**src/rtl/strap_pull_seq.sv**
```systemverilog
// Boot-time strap sampler: drives weak pull-ups then pull-downs on each strap
// pad, samples the synchronized level under each pull, classifies every pin as
// tied-high, tied-low or floating, then parks the pulls in a keeper state.
module strap_pull_seq #(
    parameter int NPINS       = 4,
    parameter int SETTLE_CYC  = 64,
    parameter int SYNC_STAGES = 2,
    parameter int AUTO_START  = 1
) (
    input  logic             clk,
    input  logic             rstn,
    input  logic             start_i,
    input  logic [NPINS-1:0] pad_i,
    output logic [NPINS-1:0] pull_up_o,
    output logic [NPINS-1:0] pull_dn_o,
    output logic             busy_o,
    output logic             done_o,
    output logic             strap_valid_o,
    output logic [NPINS-1:0] strap_high_o,
    output logic [NPINS-1:0] strap_low_o,
    output logic [NPINS-1:0] strap_float_o,
    output logic             err_o
);

    // Each pull phase covers the analog settle time plus the synchronizer depth.
    localparam int SETTLE_LEN = SETTLE_CYC + SYNC_STAGES;
    localparam int CW         = $clog2(SETTLE_LEN + 1);
    localparam logic [CW-1:0] CNT_LAST = CW'(SETTLE_LEN - 1);

    typedef enum logic [2:0] {
        IDLE,
        PU_SETTLE,
        PU_SAMPLE,
        PD_SETTLE,
        PD_SAMPLE,
        DONE
    } state_t;

    state_t                              state_q, state_d;
    logic [CW-1:0]                       cnt_q, cnt_d;
    logic                                auto_q, auto_d;
    logic [SYNC_STAGES-1:0][NPINS-1:0]   sync_q;
    logic [NPINS-1:0]                    pad_s;
    logic [NPINS-1:0]                    hu_q, hu_d;

    logic [NPINS-1:0] pull_up_d, pull_dn_d;
    logic [NPINS-1:0] high_d, low_d, float_d;
    logic             err_d, valid_d, busy_d, done_d;

    assign pad_s = sync_q[SYNC_STAGES-1];

    // Pad input synchronizer chain.
    always_ff @(posedge clk or negedge rstn) begin
        if (!rstn) begin
            sync_q <= '0;
        end else begin
            sync_q <= {sync_q[SYNC_STAGES-2:0], pad_i};
        end
    end

    // Sequencer next state, sample capture, classification and next outputs.
    always_comb begin
        state_d   = state_q;
        cnt_d     = cnt_q;
        auto_d    = auto_q;
        hu_d      = hu_q;
        high_d    = strap_high_o;
        low_d     = strap_low_o;
        float_d   = strap_float_o;
        err_d     = err_o;
        valid_d   = strap_valid_o;
        pull_up_d = '0;
        pull_dn_d = '1;

        case (state_q)
            IDLE: begin
                if (start_i || auto_q) begin
                    state_d = PU_SETTLE;
                    cnt_d   = '0;
                    auto_d  = 1'b0;
                end
            end
            PU_SETTLE: begin
                if (cnt_q == CNT_LAST) begin
                    state_d = PU_SAMPLE;
                    cnt_d   = '0;
                end else begin
                    cnt_d = cnt_q + CW'(1);
                end
            end
            PU_SAMPLE: begin
                hu_d    = pad_s;
                state_d = PD_SETTLE;
            end
            PD_SETTLE: begin
                if (cnt_q == CNT_LAST) begin
                    state_d = PD_SAMPLE;
                    cnt_d   = '0;
                end else begin
                    cnt_d = cnt_q + CW'(1);
                end
            end
            PD_SAMPLE: begin
                // The pull-down sample is decoded directly so that every
                // strap output changes together on entry to DONE.
                high_d  = hu_q & pad_s;
                low_d   = ~hu_q & ~pad_s;
                float_d = hu_q ^ pad_s;
                err_d   = |(~hu_q & pad_s);
                valid_d = 1'b1;
                state_d = DONE;
            end
            DONE: begin
                state_d = IDLE;
            end
            default: begin
                state_d = IDLE;
            end
        endcase

        case (state_d)
            PU_SETTLE, PU_SAMPLE: begin
                pull_up_d = '1;
                pull_dn_d = '0;
            end
            PD_SETTLE, PD_SAMPLE: begin
                pull_up_d = '0;
                pull_dn_d = '1;
            end
            default: begin
                // Keeper: only floating pins stay weakly pulled down.
                pull_up_d = '0;
                pull_dn_d = valid_d ? float_d : '1;
            end
        endcase

        busy_d = (state_d != IDLE);
        done_d = (state_d == DONE);
    end

    // State, counter and registered outputs.
    always_ff @(posedge clk or negedge rstn) begin
        if (!rstn) begin
            state_q       <= IDLE;
            cnt_q         <= '0;
            auto_q        <= (AUTO_START != 0);
            hu_q          <= '0;
            pull_up_o     <= '0;
            pull_dn_o     <= '1;
            busy_o        <= 1'b0;
            done_o        <= 1'b0;
            strap_valid_o <= 1'b0;
            strap_high_o  <= '0;
            strap_low_o   <= '0;
            strap_float_o <= '0;
            err_o         <= 1'b0;
        end else begin
            state_q       <= state_d;
            cnt_q         <= cnt_d;
            auto_q        <= auto_d;
            hu_q          <= hu_d;
            pull_up_o     <= pull_up_d;
            pull_dn_o     <= pull_dn_d;
            busy_o        <= busy_d;
            done_o        <= done_d;
            strap_valid_o <= valid_d;
            strap_high_o  <= high_d;
            strap_low_o   <= low_d;
            strap_float_o <= float_d;
            err_o         <= err_d;
        end
    end

endmodule

```
**config.mk**
```make
export PLATFORM = sky130hd
export DESIGN_NAME = strap_pull_seq
export DESIGN_NICKNAME = d
export VERILOG_FILES = /design/src/rtl/strap_pull_seq.sv
export SDC_FILE = /design/constraint.sdc
export NUM_CORES = 1
export LEC_CHECK = 0
export ABC_AREA = 1
export ABC_CLOCK_PERIOD_IN_PS = 1450
export BUFFER_PORTS_ARGS = -buffer_cell sky130_fd_sc_hd__clkbuf_2
export CAP_MARGIN = 40
export CORE_MARGIN = 2
export CORE_UTILIZATION = 38
export CTS_CLUSTER_DIAMETER = 40
export DETAILED_ROUTE_END_ITERATION = 16
export GPL_TIMING_DRIVEN = 0
export SETUP_SLACK_MARGIN = 0.3
export SLEW_MARGIN = 5
export SYNTH_ARGS = -nofsm -noshare
export SYNTH_HDL_FRONTEND = slang
export SYNTH_SLANG_ARGS = --single-unit
```
**constraint.sdc**
```tcl
create_clock -name clk -period 1.45 [get_ports clk]
set_input_delay 0.29 -clock clk [delete_from_list [all_inputs] [get_ports clk]]
set_output_delay 0.29 -clock clk [all_outputs]
set_load 0.02 [all_outputs]
```
# Word-level counts from Yosys, hierarchy flattened
# Index checks and enable logic that the tools add are counted.
[word_totals]
regBits = 47
in_bits = 7
out_inout_bits = 24
[op_classes]
add_sub_neg = 1
eq_ne = 11
n_reduce_logical = 10
bitwise = 6
n_mux = 12
[op_table]
columns = ["operator", "n"]
rows = [
  ["one-hot mux 3 bit (5 select lines)", 1],
  ["two-way mux 7 bit", 2],
  ["one-hot mux 7 bit (2 select lines)", 1],
  ["AND 4 bit", 3],
  ["equality test 3 x 2 -> 1 bit, second input constant", 4],
  ["two-way mux 4 bit", 3],
  ["equality test 3 bit, second input constant", 3],
  ["two-way mux 3 bit", 3],
  ["NOT 4 bit", 2],
  ["one-hot mux 4 bit (2 select lines)", 1],
  ["adder 7 x 1 -> 7 bit, second input constant", 1],
  ["equality test 7 bit, second input constant", 1],
  ["equality test 3 x 1 -> 1 bit, second input constant", 2],
  ["OR reduction 2 bit", 3],
  ["AND reduction 2 bit", 2],
  ["OR reduction 4 bit", 1],
  ["bitwise XOR 4 bit", 1],
  ["logical NOT 3 bit", 1],
  ["nonzero test 3 bit", 1],
  ["!= test 2 bit, second input constant", 1],
  ["nonzero test 2 bit", 1],
  ["logical OR 1 bit", 1],
  ["two-way mux 1 bit", 1],
]

# Logic depth before layout (Yosys ltp)
[logic_depth]
ltp_word = 6
depth_mapped = 11
mapped_depth_nobuf = 11

# Worst setup path after synthesis
# No wires, ideal clock.
[synth_timing]
kind = "register to register"
start = "register cnt_q[1]"
end = "register busy_o"
stages_incl_launch_ff = 12
slack_ns = 0.180
required_ns = 1.328
arrival_time_ns = 1.148
n_path_buf = 0
cell_sequence = "dfrtp_1 -> inv_1 -> ha_1 -> nand2_1 -> inv_1 -> nand4_1 -> inv_1 -> nand2_1 -> nand3_1 -> inv_2 -> nor2_1 -> nand2_1"
[synth_between]
elab_chain_len = 4
word_cells_on_any_way = 5
[synth_lines]
columns = ["element", "line", "text"]
rows = [
  ["start: declaration", "40", "logic [CW-1:0] cnt_q, cnt_d;"],
  ["start signal: assignment", "159", "cnt_q <= cnt_d;"],
  ["equality test 7 bit (*)", "84, 96", ""],
  ["two-way mux 3 bit, on equally long branches", "96, 84", ""],
  ["one-hot mux 3 bit (5 select lines) (*)", "75", "case (state_q)"],
  ["named net state_d[1]", "39", "state_t state_q, state_d;"],
  ["nonzero test 3 bit (*)", "137", "busy_d = (state_d != IDLE);"],
  ["named net busy_d", "48", "logic err_d, valid_d, busy_d, done_d;"],
  ["end signal: assignment", "164", "busy_o <= busy_d;"],
  ["end: declaration", "16", "output logic busy_o,"],
]
# Mark *: on every way through the listed nets, which the timed path passes. The rest lies on a longest branch.
# A chain may end at the register's enable or synchronous reset.

# Worst setup path in the final report
[layout_timing]
start = "register cnt_q[0]"
end = "register cnt_q[6]"
[layout_between]
elab_chain_len = 3
word_cells_on_any_way = 4
[layout_lines]
columns = ["element", "line"]
rows = [
  ["adder 7 x 1 -> 7 bit or equality test 7 bit (tied branches)", "-"],
  ["two-way mux 7 bit (*)", "84, 96"],
  ["one-hot mux 7 bit (2 select lines) (*)", "75"],
]
# Every way passes the cells marked *; elsewhere a longest branch is shown, timed or not.

==> impl_metrics.py <==
metrics = {
    "run_status": {
        "outcome": "finished clean",
    },
    "critical_path": {
        "cp-start-kind": "register",
        "worst_setup_path_endpoint": "cnt_q[6]$_DFFE_PN0P_",
        "cpLargestDelayFamily": "flip-flops",
        "critical_path_s_largest_stage_delay_ps": 440,
        "timing.reg2reg.setup_slack_ps": 70,
        "r2r_cells": 8,
        "worst_setup_path_startpoint": "cnt_q[0]$_DFFE_PN0P_",
        "cp.depth": 8,
        "path_buf_inv": 2,
        "rr_endpoint": "cnt_q[6]$_DFFE_PN0P_",
        "worst-setup-path-type": "reg -> reg",
        "path_max_fanout": 3,
        "worst_path_max_delay_cell": "dfrtp_2",
        "critPathArrivalTime_ps": 1560,
        "timing.rr.start": "cnt_q[0]$_DFFE_PN0P_",
        "cp_data_required_time_ps": 1620,
        "setup.worst_path.end_class": "register",
        "path_cells": "buf_4, buf_6, ha_4, nand3_2, nor2_1, nand2_1, xor2_1, o21ai_1",
    },
    "yosys": {
        "yosys_warnings": 0,
        "ys_top_cells_by_area": "dfrtp_1, nand2_1, ha_1",
        "synth-seq-cells": 44,
        "synth_sequential_area_ratio_pct": 56.9,
        "netlist-cell-type-count": 29,
        "yosys.area.top_type_share_pct": 50.1,
        "synth_edf_count": 0,
        "syn-instance-count": 197,
        "most_used_dff_post_synth": "dfrtp_1",
        "postSynthNetCount": 218,
        "synth.top_cells.by_count": "nand2_1, dfrtp_1, inv_1",
        "most_common_cell_in_the_synthesized_netlist": "nand2_1",
        "average_size_of_a_mapped_cell_um2": 9.88,
        "synth_top_cell_by_area": "dfrtp_1",
        "fraction_of_synthesis_flops_using_an_asynchronous_set_or_reset_pin_pct": 100,
        "syn-cell-area_um2": 1950,
    },
    "floorplanning": {
        "die-height_um": 75.6,
        "die-area_um2": 5710,
        "dieWidth_um": 75.6,
        "design.portCount": 31,
        "placeable_core_area_um2": 5010,
        "initial_standard_cell_utilization_of_the_core_pct": 38.9,
        "placement_rows": 26,
    },
    "power_and_ir_drop": {
        "post-layout-total-power_mw": 2.01,
        "p_leak_nw": 1.42,
        "power_density_nw_per_um2": 715,
        "max-vdd-ir-drop_v": 0.000357,
    },
    "placed_design": {
        "placedInstanceArea_um2": 2210,
        "hpwlAfterDp_um": 2420,
        "port_buffers": 30,
        "placement.setup.worst_slack_ps": 36.1,
        "numPlacedInstances": 298,
        "finalWeightedCongestion": 0.752,
    },
    "clock_network": {
        "worst_skew_pair.late_latency_ps": 290,
        "cts.reportedPaths.clkPinSlew_ps": 70,
        "cts_tree": "yes",
        "cts_buffers": 5,
        "clockRootBuffer": "clkbuf_8",
        "clk_path_buf_depth": 2,
        "tritoncts_num_sinks": 44,
        "clock_tree.htree_level_count": 2,
    },
    "hold_path": {
        "hold_crit_path_type": "in -> reg",
    },
    "timing": {
        "fmax_mhz": 723,
        "slew_violations": 0,
        "setup_viol": 0,
        "worst_setup_slack_after_layout_ps": 66.2,
        "max_slew.worst_pin.slew_ps": 333,
        "min_period_over_period_pct": 95.4,
        "rsz0062_at_grt": "yes",
        "period_needed_ps": 1380,
        "timing.setup.tns_ps": 0,
        "final_hold_viol_count": 0,
        "worst_slew_margin_rel_pct": 77.6,
        "clock_skew_ps": 6.57,
    },
    "final_layout": {
        "nets": 280,
        "fin_cells": 329,
        "stdcell_area_um2": 2810,
        "layout-drive-gt1-share_pct": 47.9,
        "flow.area_growth_from_synthesis_pct": 44.3,
        "antenna_cells_inserted": 0,
    },
    "drt": {
        "remaining_drc_errors": 0,
        "viasPerCell": 4.43,
        "drtAntennaViolNets": 0,
        "wire_per_inst_um": 11.5,
        "first_pass_detailed_route_iteration_total": 4,
        "route.vias.total": 1459,
        "drt-total-wl_um": 3780,
        "drt_first_iter_violations": 61,
    },
    "global_route": {
        "maximum_number_of_pins_on_one_net_before_global_route_repair": 35,
        "grt_antenna_before_repair": 0,
        "gr-total-overflow": 0,
        "vias_in_the_first_global_route": 1357,
        "grtUsageTotal_pct": 13.9,
        "grt_first_pass_wirelength_um": 5980,
    },
    "flow_run": {
        "max_cap_violations": 0,
    },
}
how the worst min path moves through the flow:
stage | start | to | slack (ps) | depth (start not counted)
detailed placement | rstn | cnt_q[5]$_DFFE_PN0P_ | 200 | 1
CTS | pad_i[0] | sync_q[0]$_DFF_PN0_ | 100 | 1
global placement | sync_q[0]$_DFF_PN0_ | pad_s[0]$_DFF_PN0_ | 340 | 0
finish | pad_i[0] | sync_q[0]$_DFF_PN0_ | 110 | 1
global route | pad_i[2] | sync_q[2]$_DFF_PN0_ | 100 | 1
floorplan | rstn | busy_o$_DFF_PN0_ | -6 | 0
cells by family (layout without fill, tap and decap cells):
| logic type | after synthesis | count (layout) | share of synthesized area (%) |
|---|---|---|---|
| adder cells (fa/ha/maj) | 14 | 14 | 9.00 |
| buffers and inverters | 29 | 91 | 6.43 |
| flip-flops | 44 | 44 | 56.9 |
| AO/OA/AOI/OAI | 21 | 21 | 6.62 |
| AND/OR/NAND/NOR | 85 | 85 | 19.3 |
| XOR/XNOR | 4 | 4 | 1.80 |
area by class of cell:
cell class / count / area, um2
sequential: 44 / 1110
fill: 460 / 2200
clock buffer: 6 / 72.6
tap: 70 / 87.6
multi-input combinational: 124 / 896
clock inverter: 1 / 5.00
inverter: 24 / 100
timing repair buffer: 55 / 478
buffer: 5 / 60.1
metrics by stage:
stage | hold slack [ps] | util (%)
2_1_floorplan | -5.59 | -
3_3_place_gp | 335 | 43.7
3_5_place_dp | 196 | 44.1
4_1_cts | 99.1 | 50.1
5_1_grt | 95.7 | 56.1
6_report | 109 | 56.1
registers in the layout (all words and copies together) (netlist names), 3 cells and up:
register / cells
cnt_q: 7
hu_q: 4
pad_s: 4
pull_dn_o: 4
state_q: 3
strap_float_o: 4
strap_high_o: 4
strap_low_o: 4
sync_q: 4
what timing repair did:
item                                    CTS  global route
gates cloned                              1             0
endpoints found under the setup margin   35            47
pin swaps                                 4            14
hold endpoints to repair                  6             0
hold buffers                              1             0
setup buffers                             9            13
resized for setup                        38            75
power by group:
part	leakage, nW	internal, mW	switching, mW
logic	0.838	0.0198	0.0357
registers	0.544	1.24	0.00645
clock network	0.0410	0.328	0.382
total	1.42	1.59	0.424
placed cells by master, fill, tap and decap left out, types with 3 or more instances in the layout:
cell,netlist,layout
o21ai_0,6,4
nand2_4,1,5
buf_2,2,5
nor2_1,13,12
nand3_1,7,3
buf_6,0,14
inv_1,18,15
xor2_1,4,4
inv_2,5,7
dfstp_2,5,5
o21ai_1,1,3
clkbuf_8,0,5
nand2_1,56,31
dfrtp_1,39,37
ha_1,14,12
o21bai_1,4,4
clkbuf_2,0,11
nand2_2,1,21
buf_4,3,20
nand3_2,1,4
buf_8,0,8
worst reg2reg max path, delay by kind of cell, from the launching register on:
family | cells | cell delay, ps
and+or+nand+nor | 3 | 200
DFF | 1 | 440
buffers and inverters | 2 | 250
adders and majority gates | 1 | 160
xor gates and xnor gates | 1 | 150
AOI/OAI and AO/OA | 1 | 70
metal layers:
layer  GRT usage, %  share of wire (%)
met5              0                  0
met4           6.24                1.4
met3           2.78                3.3
met2           22.5                 49
met1           18.2                 46
Power figures use the tool's default switching activity.
